<file path="src/rtl/mem_port_arbiter_pkg.sv">
// Shared definitions for the unified-memory port arbiter: FSM state
// encodings, requester IDs and the default starvation limit.
package mem_port_arbiter_pkg;

    typedef enum logic [1:0] {
        ST_IDLE   = 2'd0,
        ST_BUSY_I = 2'd1,
        ST_BUSY_D = 2'd2
    } state_t;

    typedef enum logic {
        SRC_I = 1'b0,
        SRC_D = 1'b1
    } src_t;

    // A non-zero limit guarantees instruction fetch is eventually served
    // even under a continuous load/store stream.
    localparam int DEF_STARVE_LIMIT = 2;

endpackage

</file>
<file path="src/rtl/mem_arb_pick.sv">
// Combinational winner select between the fetch (I) and load/store (D)
// requesters. D is preferred unless fetch has been passed over
// STARVE_LIMIT times in a row. A requester completing at this edge is
// masked, since its request line is still high for the finished access.
module mem_arb_pick
    import mem_port_arbiter_pkg::*;
#(
    parameter int STARVE_LIMIT = DEF_STARVE_LIMIT,
    parameter int SW           = 2
) (
    input  logic          if_req,
    input  logic          d_req,
    input  logic          mask_i,
    input  logic          mask_d,
    input  logic [SW-1:0] streak,
    output logic          win_vld,
    output src_t          win_src
);

    logic i_cand;
    logic d_cand;
    logic starve;

    // Pick D by default; hand the slot to I once its wait streak saturates.
    always_comb begin
        i_cand  = if_req & ~mask_i;
        d_cand  = d_req & ~mask_d;
        starve  = (STARVE_LIMIT != 0) && (streak == SW'(STARVE_LIMIT));
        win_vld = i_cand | d_cand;
        win_src = SRC_I;
        if (d_cand && !(starve && i_cand))
            win_src = SRC_D;
    end

endmodule

</file>
<file path="src/rtl/mem_port_arbiter.sv">
// Arbiter sharing one single-port memory between instruction fetch and
// load/store. Holds one access in flight, issues back-to-back grants on
// the completing edge, and raises stall_if/stall_mem for the hazard unit.
// Optional build macro: MEM_ARB_TIMEOUT_EN enables a watchdog that aborts
// an access after TIMEOUT_CYCLES request cycles without mem_ready.
module mem_port_arbiter
    import mem_port_arbiter_pkg::*;
#(
    parameter int DATA_WIDTH     = 32,
    parameter int ADDR_WIDTH     = 32,
    parameter int STARVE_LIMIT   = DEF_STARVE_LIMIT,
    parameter int TIMEOUT_CYCLES = 16
) (
    input  logic                  clk,
    input  logic                  reset,
    input  logic                  if_req,
    input  logic [ADDR_WIDTH-1:0] if_addr,
    output logic [DATA_WIDTH-1:0] if_rdata,
    output logic                  if_valid,
    input  logic                  d_req,
    input  logic                  d_we,
    input  logic [ADDR_WIDTH-1:0] d_addr,
    input  logic [DATA_WIDTH-1:0] d_wdata,
    output logic [DATA_WIDTH-1:0] d_rdata,
    output logic                  d_valid,
    output logic                  stall_if,
    output logic                  stall_mem,
    output logic                  mem_req,
    output logic                  mem_we,
    output logic [ADDR_WIDTH-1:0] mem_addr,
    output logic [DATA_WIDTH-1:0] mem_wdata,
    input  logic [DATA_WIDTH-1:0] mem_rdata,
    input  logic                  mem_ready,
    output logic                  bus_err
);

    localparam int SW = (STARVE_LIMIT < 1) ? 1 : $clog2(STARVE_LIMIT + 1);

    state_t        state_q, state_d;
    logic [SW-1:0] streak;
    logic          busy;
    logic          timeout;
    logic          complete;
    logic          done_i;
    logic          done_d;
    logic          arb_en;
    logic          win_vld;
    src_t          win_src;
    logic          grant_i;
    logic          grant_d;

    assign busy     = (state_q != ST_IDLE);
    assign complete = busy & (mem_ready | timeout);
    assign done_i   = complete & (state_q == ST_BUSY_I);
    assign done_d   = complete & (state_q == ST_BUSY_D);
    assign arb_en   = (state_q == ST_IDLE) | complete;
    assign grant_i  = arb_en & win_vld & (win_src == SRC_I);
    assign grant_d  = arb_en & win_vld & (win_src == SRC_D);

    // Stall while a request is pending and its access is not finishing now.
    assign stall_if  = if_req & ~done_i;
    assign stall_mem = d_req & ~done_d;

    mem_arb_pick #(
        .STARVE_LIMIT (STARVE_LIMIT),
        .SW           (SW)
    ) u_pick (
        .if_req  (if_req),
        .d_req   (d_req),
        .mask_i  (done_i),
        .mask_d  (done_d),
        .streak  (streak),
        .win_vld (win_vld),
        .win_src (win_src)
    );

    // State register.
    always_ff @(posedge clk) begin
        if (reset)
            state_q <= ST_IDLE;
        else
            state_q <= state_d;
    end

    // Next state: follow the winner on any arbitration edge, else hold.
    always_comb begin
        state_d = state_q;
        if (arb_en) begin
            if (!win_vld)
                state_d = ST_IDLE;
            else if (win_src == SRC_D)
                state_d = ST_BUSY_D;
            else
                state_d = ST_BUSY_I;
        end
    end

    // Memory-side request registers, completion pulses and read data.
    always_ff @(posedge clk) begin
        if (reset) begin
            mem_req   <= 1'b0;
            mem_we    <= 1'b0;
            mem_addr  <= '0;
            mem_wdata <= '0;
            if_rdata  <= '0;
            d_rdata   <= '0;
            if_valid  <= 1'b0;
            d_valid   <= 1'b0;
        end else begin
            if_valid <= done_i;
            d_valid  <= done_d;
            if (done_i)
                if_rdata <= timeout ? '0 : mem_rdata;
            if (done_d && (timeout || !mem_we))
                d_rdata <= timeout ? '0 : mem_rdata;
            if (arb_en) begin
                mem_req <= win_vld;
                if (!win_vld)
                    mem_we <= 1'b0;
                if (grant_i) begin
                    mem_addr <= if_addr;
                    mem_we   <= 1'b0;
                end
                if (grant_d) begin
                    mem_addr  <= d_addr;
                    mem_we    <= d_we;
                    mem_wdata <= d_wdata;
                end
            end
        end
    end

    // Count D grants that passed over a waiting fetch; saturate at the limit.
    always_ff @(posedge clk) begin
        if (reset || !if_req || grant_i)
            streak <= '0;
        else if (grant_d && (streak != SW'(STARVE_LIMIT)))
            streak <= streak + SW'(1);
    end

`ifdef MEM_ARB_TIMEOUT_EN
    localparam int WW = $clog2(TIMEOUT_CYCLES + 1);

    logic [WW-1:0] wait_cnt;

    assign timeout = busy & ~mem_ready & (wait_cnt == WW'(TIMEOUT_CYCLES - 1));

    // Watchdog: cycles of the current access spent waiting on mem_ready.
    always_ff @(posedge clk) begin
        if (reset || !busy || complete)
            wait_cnt <= '0;
        else
            wait_cnt <= wait_cnt + WW'(1);
    end

    // Abort pulse, aligned with the aborted requester's valid pulse.
    always_ff @(posedge clk) begin
        if (reset)
            bus_err <= 1'b0;
        else
            bus_err <= timeout;
    end
`else
    logic unused_cfg;

    assign unused_cfg = (TIMEOUT_CYCLES > 0);
    assign timeout    = 1'b0;
    assign bus_err    = 1'b0;
`endif

endmodule
</file>
<file path="config.mk">
export PLATFORM = sky130hd
export DESIGN_NAME = mem_port_arbiter
export DESIGN_NICKNAME = d
export VERILOG_FILES = /design/src/rtl/mem_port_arbiter_pkg.sv /design/src/rtl/mem_arb_pick.sv /design/src/rtl/mem_port_arbiter.sv
export SDC_FILE = /design/constraint.sdc
export NUM_CORES = 1
export LEC_CHECK = 0
export BUFFER_PORTS_ARGS = -buffer_cell sky130_fd_sc_hd__buf_4
export CORE_MARGIN = 2
export CORE_UTILIZATION = 50
export DETAILED_ROUTE_END_ITERATION = 6
export HOLD_SLACK_MARGIN = 0.12
export PLACE_DENSITY = 0.86
export SYNTH_ARGS = -nofsm -noshare
export SYNTH_HDL_FRONTEND = slang
export SYNTH_HIERARCHICAL = 1
export SYNTH_SLANG_ARGS = --single-unit
</file>
<file path="constraint.sdc">
create_clock -name clk -period 7.1 [get_ports clk]
set_clock_uncertainty 0.15 [all_clocks]
set_input_delay 1.42 -clock clk [delete_from_list [all_inputs] [get_ports clk]]
set_output_delay 1.42 -clock clk [all_outputs]
set_load 0.005 [all_outputs]
</file>
==> flow_summary_export.csv, run 1 <==
group,metric,value,unit
run_status,outcome,"finished, final reports clean",
final_layout,nFillCells,808,
route,drc_errors,0,
setup_path,setup.worst_path.class,"input pin to output pin",
floorplan,core_area,0.0108,sq mm
setup_path,crit_arrival,2.35,ns
global_route,grt_max_degree,115,
floorplan,die_y,109,um
timing,max_freq,255,MHz
clock_tree,clockBufferDepth,2,
timing,rsz0062_at_grt,"no",
synth,synth_edf_count,0,
route,wl_per_cell,16.4,um
timing,fin_crit,3.92,ns
synth,ys_ff_latch,136,
worst_hold_path,holdPathStages,2,
global_route,gr-usage-met2,0.483,
final_layout,area_growth,46.1,%
setup_path,cp.required,5.53,ns
global_route,busiest_layer,"met2",
clock_tree,ctsResizeCount,0,
timing,tightest_slew,1.20,ns
clock_tree,cts-root-buf,"clkbuf_8",
power_and_ir_drop,leakage,3.55,nW
floorplan,num_rows,38,
setup_path,cp-end-kind,"output pin",
final_layout,fin_nets,990,
route,drt_first_pass_iters,5,
synth,synthesis.area,0.00553,sq mm
route,drtAntennaViolNets,0,
setup_path,cpMaxStageDelayCell,"buf_4",
clock_tree,cts_buffers,17,
clock_tree,clock_sinks,136,
route,initialDrtViolationCount,419,
setup_path,crit_path_max_fanout,35,
timing,slew_headroom,0.197,
route,wirelength,16500,um
synth,yosysSeqAreaShare,0.492,
setup_path,crit_top_cell,"buf_4",
place,port_buffers,267,
timing,setup_viol_count_final,0,
final_layout,layout_common_cells,"buf_4 (274), dfxtp_1 (136), nand2_1 (132)",
route,num_vias,5451,
floorplan,pin_count,269,
setup_path,worstReg2RegEnd,"mem_wdata[27]",
timing,finalHoldViolCount,0,
power_and_ir_drop,power.density,256,mW/mm^2
floorplan,initial_core_util,0.510,
synth,yosysWarningCount,6,
synth,syn_inst,622,
global_route,grt_pass1_wl,24900,um
synth,async_reset_ff_frac,0,
setup_path,cp_cell_sequence,"buf_4 -> nand3b_1 -> buf_4 -> and2_1 -> buf_4",
worst_hold_path,hold_class,"flop to flop",
final_layout,drive_gt1_frac,0.372,
clock_tree,cts_setup_buffers,0,
clock_tree,clk_pin_slew,0.06,ns
worst_hold_path,min_from,"d_rdata[21]",
final_layout,diodes,0,
clock_tree,ctsHoldBuffers,0,
timing,timing.final.ws_setup,3.18,ns
place,pre_cts_ws,2.86,ns
place,hpwl,11600,um
timing,timing.final.crit_share,0.552,
floorplan,dieArea,0.0119,sq mm
setup_path,r2r-start,"state_q[1]",
final_layout,final_common_cell,"buf_4",
synth,yosysUniqueCellTypes,31,
global_route,grt_pass1_vias,5114,
power_and_ir_drop,peakVddDrop,0.000157,V
timing,drv_slew,0,
global_route,grt_util_met1,0.299,
setup_path,critical_path.max_stage_delay,0.34,ns
synth,synth-main-ff-cell,"dfxtp_1",
timing,tns,0,ns
place,gp_congestion,0.799,
setup_path,r2r_slack,3.91,ns
synth,synth.avg_cell_area,8.90,sq um
clock_tree,clk-insertion-delay-late,0.52,ns
route,vias_per_cell,5.41,
synth,synth_nets,757,
global_route,antenna_found_initial,0,
floorplan,die_w,109,um
setup_path,rr_worst_depth,8,
flow_run,max_cap_viol_count,0,
global_route,grt.met3_usage,0.0711,
worst_hold_path,min_to,"d_rdata[21]",
clock_tree,ctsHtreeMaxLevel,4,
global_route,grt_usage,0.270,
setup_path,cp-start-kind,"input pin",
global_route,grt-ovfl-total,0,
clock_tree,cts_tree,"built",
==> worst max path at each step <==
stage	start	to	slack, ns	cells past startpoint
final	mem_ready	stall_if	3.18	5
after global routing	mem_ready	stall_if	3.12	5
after CTS	mem_ready	stall_if	3.20	5
after detailed placement	mem_ready	mem_wdata[27]	2.86	9
after global placement	mem_ready	mem_wdata[16]	2.98	9
after floorplan	mem_ready	stall_if	3.46	3
==> cells in the mapped netlist, drive strengths merged (3+ instances only) <==
| cell type | count | area share |
|---|---|---|
| nand3b | 3 | 0.0041 |
| a31o | 33 | 0.052 |
| and2 | 5 | 0.0066 |
| mux2i | 33 | 0.060 |
| nor2 | 5 | 0.0034 |
| dfxtp | 136 | 0.49 |
| inv | 6 | 0.0041 |
| a211oi | 32 | 0.053 |
| nand2b | 34 | 0.038 |
| a21oi | 128 | 0.12 |
| buf | 39 | 0.044 |
| clkbuf | 21 | 0.014 |
| nand2 | 132 | 0.090 |
==> worst max-delay path, delay by kind of cell <==
| kind | cells | cell delay, ns |
|---|---|---|
| buffers and inverters | 3 | 0.59 |
| and+or+nand+nor | 2 | 0.32 |
==> state kept, by name, summed over array words and instances (netlist names) <==
name,flops
mem_addr,32
mem_wdata,32
mem_we,1
mem_req,1
state_q,2
if_rdata,32
streak,2
d_rdata,32
if_valid,1
d_valid,1
==> cell type report <==
class	instances	area (sq um)	area share
flip-flops and latches	136	2720	0.337
well taps	140	175	0.0217
inverters	6	22.5	0.00279
clock buffers	22	483	0.0597
clock inverters	10	140	0.0173
multi-input cells	420	2480	0.307
repair buffers	274	2060	0.254
==> metrics by stage <==
step	hold WS (ns)	area [sq um]	std cells	power (mW)	utilization
floorplan	0.303	5530	622	1.02	-
global placement	0.293	7460	976	1.17	0.688
detailed placement	0.299	7460	976	1.18	0.688
CTS	0.307	8090	1008	2.09	0.746
global route	0.326	8090	1008	2.15	0.746
finish	0.306	8090	1008	2.07	0.746
==> logic make-up after synthesis <==
| logic type | synth area share |
|---|---|
| buf+inv | 0.0622 |
| fa+ha+maj | 0.00226 |
| flops | 0.492 |
| other cells | 0.000678 |
| compound gates | 0.230 |
| mux | 0.0597 |
| simple gates | 0.153 |
==> power breakdown <==
group / total (mW) / internal [mW] / switching [mW]
sequential: 0.846 / 0.815 / 0.0305
combinational: 0.321 / 0.168 / 0.154
clock: 0.907 / 0.582 / 0.325
total: 2.07 / 1.57 / 0.509
==> metal layers <==
metal | vias up | share of wire
met5 | - | 0
met4 | 0 | 0.030
met3 | 36 | 0.082
met2 | 251 | 0.53
met1 | 2552 | 0.36
li1 | 2612 | -
(Power assumes the default switching activity.)
==> inputs of run 2 (changes only) <==
Settings changed: CORE_UTILIZATION 50 to 46, PLACE_DENSITY 0.86 to 0.8.
Clock period 7.1 ns to 4.06 ns, I/O delays scaled along.
==> flow_summary_export.csv, run 2 (same netlist as run 1, synthesis figures left out) <==
group,metric,value,unit
setup_path,cp-end-kind,"flop",
place,gp_congestion,0.834,
timing,tns,0,ns
power_and_ir_drop,p_switching,0.859,mW
place,pre_cts_ws,0.396,ns
setup_path,crit_arrival,3.47,ns
final_layout,fin_nets,991,
setup_path,cp_cell_sequence,"buf_4 -> nand3b_1 -> inv_1 -> nand2b_1 -> nor2_4 -> and2_4 -> and2_4 -> a31o_1",
final_layout,final_common_cell,"buf_4",
timing,finalHoldViolCount,0,
setup_path,cpMaxStageDelayCell,"nor2_4",
floorplan,num_rows,40,
flow_run,max_cap_viol_count,0,
final_layout,drive_gt1_frac,0.370,
route,initialDrtViolationCount,424,
clock_tree,ctsHtreeMaxLevel,4,
place,post_dp_cell_area,0.00748,sq mm
setup_path,crit_top_cell,"and2_4",
floorplan,initial_core_util,0.466,
power_and_ir_drop,p_clk_frac,0.415,
route,drt_first_pass_iters,5,
timing,tightest_slew,1.21,ns
clock_tree,cts_setup_buffers,0,
timing,timing.final.ws_setup,0.793,ns
place,hpwl,11300,um
clock_tree,clock_sinks,136,
route,drtAntennaViolNets,0,
final_layout,diodes,0,
floorplan,die_y,114,um
route,vias_per_cell,5.24,
global_route,grt-ovfl-total,0,
final_layout,utilization,0.677,
route,wl_per_cell,15.7,um
run_status,outcome,"finished, final reports clean",
power_and_ir_drop,leakage,3.54,nW
final_layout,area_growth,45.1,%
power_and_ir_drop,pwr-share-comb,0.160,
worst_hold_path,hold_class,"flop to flop",
clock_tree,cts_buffers,17,
power_and_ir_drop,p_total,3.48,mW
timing,slew_headroom,0.188,
setup_path,cp.required,4.26,ns
final_layout,nFillCells,914,
clock_tree,clockBufferDepth,2,
global_route,grt_pass1_vias,5129,
timing,whs,0.305,ns
floorplan,dieArea,0.0129,sq mm
clock_tree,ctsHoldBuffers,0,
timing,max_freq,306,MHz
power_and_ir_drop,peakVddDrop,0.000229,V
power_and_ir_drop,swShare,0.247,
setup_path,crit_path_max_fanout,35,
power_and_ir_drop,power.share.sequential,0.425,
final_layout,design_area,0.00803,sq mm
route,num_vias,5316,
route,wirelength,15900,um
final_layout,layout_common_cells,"buf_4 (275), dfxtp_1 (136), nand2_1 (132)",
place,port_buffers,267,
timing,timing.final.crit_share,0.805,
clock_tree,ctsResizeCount,0,
final_layout,seqCellArea,0.00272,sq mm
final_layout,multi_input_area,0.00248,sq mm
clock_tree,clk_pin_slew,0.05,ns
floorplan,pin_count,269,
final_layout,fin_cells,1014,
global_route,grt_usage,0.243,
floorplan,core_area,0.0119,sq mm
timing,setup_viol_count_final,0,
clock_tree,clk-insertion-delay-late,0.41,ns
power_and_ir_drop,intPower,2.62,mW
power_and_ir_drop,power.density,433,mW/mm^2
clock_tree,cts_tree,"built",
global_route,grt_max_degree,70,
setup_path,setup.worst_path.class,"input pin to flop",
setup_path,cp-start-kind,"input pin",
timing,rsz0062_at_grt,"no",
clock_tree,cts-root-buf,"clkbuf_16",
global_route,grt_pass1_wl,24900,um
timing,fin_crit,3.27,ns
place,place_inst,984,
route,drc_errors,0,
floorplan,die_w,114,um
timing,drv_slew,0,
global_route,antenna_found_initial,0,
setup_path,critical_path.max_stage_delay,0.94,ns
run 2: cell types whose count changed in the layout (fill, tap and decap cells not counted), sizes merged:
cell	change
bufinv	-1
clkbuf	-3
clkinv	+5
clkinvlp	-2
inv	-1
buf	+1
run 2: final timing paths:
path	from	to	slack [ns]	cells after the start
max reg2reg	state_q[0]	mem_wdata[26]	0.83	7
max	mem_ready	mem_wdata[26]	0.79	8
min	d_rdata[10]	d_rdata[10]	0.31	2
min reg2reg	d_rdata[10]	d_rdata[10]	0.31	2
run 2: routing by layer:
metal  vias up  share of wire  GRT usage
li1       2612              -          -
met1      2418           0.42      0.290
met2       250           0.47      0.399
met3        36          0.084     0.0786
met4         0          0.028      0.111
met5         -              0          0
run 2: layout make-up:
| cell class | instances | share of cell area |
|---|---|---|
| Multi-Input combinational cell | 420 | 0.309 |
| Clock buffer | 19 | 0.0552 |
| Clock inverter | 11 | 0.0134 |
| Inverter | 6 | 0.00281 |
| Tap cell | 147 | 0.0229 |
| Sequential cell | 136 | 0.339 |
| Timing Repair Buffer | 275 | 0.257 |
run 2: worst max-delay path: cells and delay by family:
kind	cells	cell delay (ns)
AOI/OAI and AO/OA	1	0.21
buffers and inverters	2	0.18
and+or+nand+nor	5	2.23
run 2: power groups by stage:
stage	combinational (mW)	clock, mW	sequential [mW]
6_report	0.558	1.44	1.48
5_1_grt	0.604	1.53	1.49
4_1_cts	0.561	1.46	1.48
3_5_place_dp	0.558	0	1.50
3_3_place_gp	0.546	0	1.50
2_1_floorplan	0.274	0	1.50
